**src/rtl/slave_rx_fsm.sv**
```systemverilog
// Four-phase req/ack receiver feeding a first-word fall-through byte buffer.
// Optional XOR checksum output enabled by defining SLAVE_CHECKSUM_EN.
module slave_rx_fsm #(
  parameter int DEPTH = 4
) (
  input  logic       clk,
  input  logic       rst_n,
  input  logic       req,
  input  logic [7:0] data_in,
  output logic       ack,
  input  logic       rd_en,
  output logic [7:0] rd_data,
  output logic       rd_valid,
  output logic       full,
  output logic [4:0] level,
  output logic [7:0] byte_cnt,
  output logic [7:0] last_byte
`ifdef SLAVE_CHECKSUM_EN
  ,
  output logic [7:0] checksum
`endif
);

  localparam int AW = $clog2(DEPTH);
  localparam logic [4:0] DEPTH_L = 5'(DEPTH);

  typedef enum logic [1:0] {
    IDLE,
    ACK_HI,
    ACK_LO
  } state_t;

  state_t state, state_nx;

  logic          cap;
  logic          pop;
  logic          ack_nx;
  logic [AW-1:0] wr_ptr;
  logic [AW-1:0] rd_ptr;
  logic [4:0]    count;
  logic [7:0]    mem [DEPTH];

  always_ff @(posedge clk) begin
    if (!rst_n) begin
      state <= IDLE;
      ack   <= 1'b0;
    end else begin
      state <= state_nx;
      ack   <= ack_nx;
    end
  end

  always_comb begin
    state_nx = state;
    unique case (state)
      IDLE:    if (cap) state_nx = ACK_HI;
      ACK_HI:  if (!req) state_nx = ACK_LO;
      ACK_LO:  state_nx = IDLE;
      default: state_nx = IDLE;
    endcase
  end

  // Full is the registered count, so a same-edge pop cannot admit a write.
  always_comb begin
    cap    = (state == IDLE) && req && !full;
    ack_nx = (state_nx == ACK_HI);
  end

  assign pop      = rd_en && rd_valid;
  assign full     = (count == DEPTH_L);
  assign rd_valid = (count != 5'd0);
  assign level    = count;
  assign rd_data  = rd_valid ? mem[rd_ptr] : 8'h00;

  always_ff @(posedge clk) begin
    if (cap) mem[wr_ptr] <= data_in;
  end

  always_ff @(posedge clk) begin
    if (!rst_n) begin
      wr_ptr    <= '0;
      rd_ptr    <= '0;
      count     <= 5'd0;
      byte_cnt  <= 8'h00;
      last_byte <= 8'h00;
    end else begin
      if (cap) begin
        wr_ptr    <= wr_ptr + AW'(1);
        byte_cnt  <= byte_cnt + 8'd1;
        last_byte <= data_in;
      end
      if (pop) rd_ptr <= rd_ptr + AW'(1);
      unique case ({cap, pop})
        2'b10:   count <= count + 5'd1;
        2'b01:   count <= count - 5'd1;
        default: count <= count;
      endcase
    end
  end

`ifdef SLAVE_CHECKSUM_EN
  always_ff @(posedge clk) begin
    if (!rst_n) checksum <= 8'h00;
    else if (cap) checksum <= checksum ^ data_in;
  end
`endif

endmodule

```
**config.mk**
```make
export PLATFORM = sky130hd
export DESIGN_NAME = slave_rx_fsm
export DESIGN_NICKNAME = d
export VERILOG_FILES = /design/src/rtl/slave_rx_fsm.sv
export SDC_FILE = /design/constraint.sdc
export NUM_CORES = 1
export LEC_CHECK = 0
export ABC_CLOCK_PERIOD_IN_PS = 2470
export BUFFER_PORTS_ARGS = -buffer_cell sky130_fd_sc_hd__buf_2
export CAP_MARGIN = 0
export CORE_UTILIZATION = 40
export DETAILED_ROUTE_END_ITERATION = 8
export SYNTH_ARGS = -nofsm -noshare
export SYNTH_HDL_FRONTEND = slang
export SYNTH_SLANG_ARGS = --single-unit
```
**constraint.sdc**
```tcl
create_clock -name clk -period 2.47 [get_ports clk]
set_input_delay 0.1235 -clock clk [delete_from_list [all_inputs] [get_ports clk]]
set_output_delay 0.1235 -clock clk [all_outputs]
set_load 0.01 [all_outputs]
```
==> impl_metrics.toml <==
[drt]
drt_drc_violations_left = 8
highest_layer = "met4"
drt-pass1-iter-count = 6
drtIter0Drc = 74
post_drt_wl_per_cell_um = 14.56
final_antenna_net_count = 0
via_count = 1715
route.met3.wl_um = 327
drt-met1-wl_mm = 2.251
finalWirelength_mm = 5.051
routed_via_density = 4.942
route.met2.wl_mm = 2.428

[pwr]
pwr-share-seq_pct = 39.9
comb_power_share_pct = 34.9
pwr-share-clk_pct = 25.2
power_density_nw_per_um2 = 1024
swShare_pct = 32.24
p_sw_uw = 1080
leakagePower_uw = 0.001298
vdd.ir_drop.worst_mv = 0.6699
power.internal_uw = 2270

[timing]
relSlewSlack_pct = 64.23
fin_skew_ps = 6.410
fin_crit_sh_pct = 97.60
finalCriticalPeriod_ps = 2411
fin_ws_ps = 59.25
hold_viol = 0
setup_viol = 0
max_freq_mhz = 414.8
drv_slew = 0
hold_slack_ps = 18.02
max_slew.worst_pin.slew_ps = 535.8

[clock_network]
cts.sinks = 62
cts_tree = "built"
tritoncts.num_buffers = 9
path_clk_slew_ps = 70
root_buffer = "clkbuf_8"
clock_latency_ps = 340
cts_buffer_depth = 2
cts.htree.levels = 3
cts_setup_buffers = 0

[cells_and_area]
finalInstanceArea_um2 = 3271
area_delta_synth_final_pct = 20.85
drive_above_1_share_pct = 32.59
fill_cells = 579
nets = 285
antennaDiodeCount = 0

[synthesis]
yosys.cell_types.count = 40
syn_area_um2 = 2706
avgSynthCellArea_um2 = 12.71
ys_seq_elements = 62
ys_seq_area_share_pct = 57.70
synth.net_count = 233
synthCells = 213
yosys_warnings = 0

[hold_path]
hp-class = "input pin to flop"

[die]
die_w_um = 84.26
rows = 29
die-area_um2 = 7099
core-area_um2 = 6422
ios = 44
die_h_um = 84.26
start_util_pct = 42.14

[global_routing]
antenna_found_initial = 0
grt_max_degree = 34
grt_pass1_wl_mm = 8.245
grt_overflow_total = 0
grt_pass1_vias = 1690
grt_use_total_pct = 15.57

[worst_setup_path]
crit_fanout = 9
cp-start-kind = "flop"
required_ps = 2740
arrival_ps = 2680
critPathKind = "flop to flop"
cp-end-kind = "flop"

[placed_design]
placed_area_um2 = 3042
io_buffers = 43
place_ws_ps = 43.28
gp_congestion = 0.8067
dpl.hpwl_mm = 3.413

[status]
status = "finished with violations"
violations = "DRC"

[flow_run]
cap_violations = 0
-- worst max-delay path: stages (launching register included) --
cell and delay, ps:
dfxtp_1 360, nor4_4 300, nand2b_1 100, and2_1 210
ha_4 210, ha_4 300, o2111ai_2 140, mux2i_1 190
a311oi_2 330, mux2i_1 210
-- power groups by stage --
stage	Combinational, µW	Clock [µW]	Sequential, µW
finish	1170	845	1340
global route	1300	916	1360
CTS	1150	885	1340
detailed placement	1140	0	1370
global placement	1130	0	1360
floorplan	817	0	1330
-- cell families (layout without fill, tap and decap cells) --
kind of cell	count (synthesis)	in the layout	share of synthesized area [%]
DFF	62	62	57.70
adders and majority gates	8	8	3.699
and+or+nand+nor	77	77	16.55
muxes	11	11	7.767
buffers and inverters	18	75	3.560
AOI/OAI and AO/OA	24	24	6.518
xor gates and xnor gates	13	13	4.207
-- cell usage in the layout (no fill, tap or decap), types with 2 or more instances in the layout --
master / instances
buf_2: 43
edfxtp_1: 32
dfxtp_1: 30
nand2_1: 24
and2_1: 22
a21boi_0: 10
clkbuf_8: 9
buf_4: 9
mux4_2: 8
xnor2_1: 8
nand3_1: 7
inv_1: 5
xor2_1: 5
nor2b_1: 5
ha_1: 5
o21ai_0: 3
nor2_1: 3
mux2i_1: 3
and4bb_2: 3
clkinv_2: 3
nor3b_1: 2
o21a_1: 2
nand4_1: 2
o21ai_1: 2
ha_4: 2
clkinv_4: 2
dlygate4sd3_1: 2
-- per-stage QoR --
| stage | TNS (ps) | power [µW] | instances | utilization (%) |
|---|---|---|---|---|
| 2_1_floorplan | -35.79 | 2151 | 213 | - |
| 3_3_place_gp | 0 | 2494 | 329 | 47.36 |
| 3_5_place_dp | 0 | 2507 | 329 | 47.36 |
| 4_1_cts | 0 | 3379 | 347 | 50.63 |
| 5_1_grt | -34.92 | 3575 | 347 | 50.93 |
| 6_report | 0 | 3350 | 347 | 50.93 |
-- final timing paths --
check / from / to / slack (ps) / cells after the start
hold reg to reg: last_byte[4]$_SDFFE_PN0P_ / last_byte[4]$_SDFFE_PN0P_ / 460 / 2
setup reg to reg: level[4]$_SDFFE_PN0P_ / level[4]$_SDFFE_PN0P_ / 60 / 9
hold / removal: data_in[1] / mem[3][1]$_DFFE_PP_ / 20 / 1
setup / recovery: level[4]$_SDFFE_PN0P_ / level[4]$_SDFFE_PN0P_ / 60 / 9
-- registers in the layout (all words and copies together) (netlist names), named ones only --
| name | count |
|---|---|
| rd_ptr | 2 |
| wr_ptr | 2 |
| level | 5 |
| mem | 32 |
| byte_cnt | 8 |
| last_byte | 8 |
| state | 2 |
| ack | 1 |
-- routing by layer --
layer	vias up	global-route usage [%]
met2	49	25.34
met4	0	5.643
met3	7	6.490
li1	856	-
met5	-	0
met1	803	18.56
-- timing repair --
| action | CTS | global route |
|---|---|---|
| endpoints found under the hold margin | 8 | 0 |
| hold buffers | 2 | 0 |
| resized for setup | 0 | 4 |
| setup endpoints to repair | 0 | 1 |
-- final cells by class --
cell class / instances / area [µm²] / area share [%]
clock buffer: 10 / 127.6 / 3.902
multi-input combinational: 133 / 1101 / 33.66
clock inverter: 6 / 62.56 / 1.913
timing repair buffer: 54 / 302.8 / 9.258
tap: 77 / 96.34 / 2.946
sequential: 62 / 1562 / 47.74
inverter: 5 / 18.77 / 0.5738
-- cells in the mapped netlist, drive strengths merged --
cell type | n | area share (%)
nand2 | 24 | 3.3
nor3b | 2 | 0.55
a311oi | 1 | 0.32
nor4 | 1 | 0.79
nor2 | 3 | 0.42
o21ai | 5 | 0.92
xnor2 | 8 | 2.6
and3 | 1 | 0.23
nor2b | 5 | 1.2
inv | 5 | 0.69
dfxtp | 30 | 22
a31oi | 2 | 0.46
o211ai | 1 | 0.28
and4bb | 3 | 1.4
nor3 | 1 | 0.18
o21a | 2 | 0.55
mux2i | 3 | 1.1
a21oi | 1 | 0.18
o2111ai | 1 | 0.55
mux4 | 8 | 6.7
nand3 | 7 | 1.3
or2b | 1 | 0.28
or2 | 1 | 0.23
ha | 8 | 3.7
edfxtp | 32 | 36
and2 | 22 | 5.1
and3b | 1 | 0.32
clkbuf | 5 | 0.69
a211oi | 1 | 0.46
xor2 | 5 | 1.6
buf | 7 | 1.8
or3b | 1 | 0.32
nand4 | 2 | 0.46
dlygate4sd1 | 1 | 0.32
nand2b | 1 | 0.23
nand3b | 1 | 0.28
a21boi | 10 | 2.8
(Power assumes the default switching activity.)
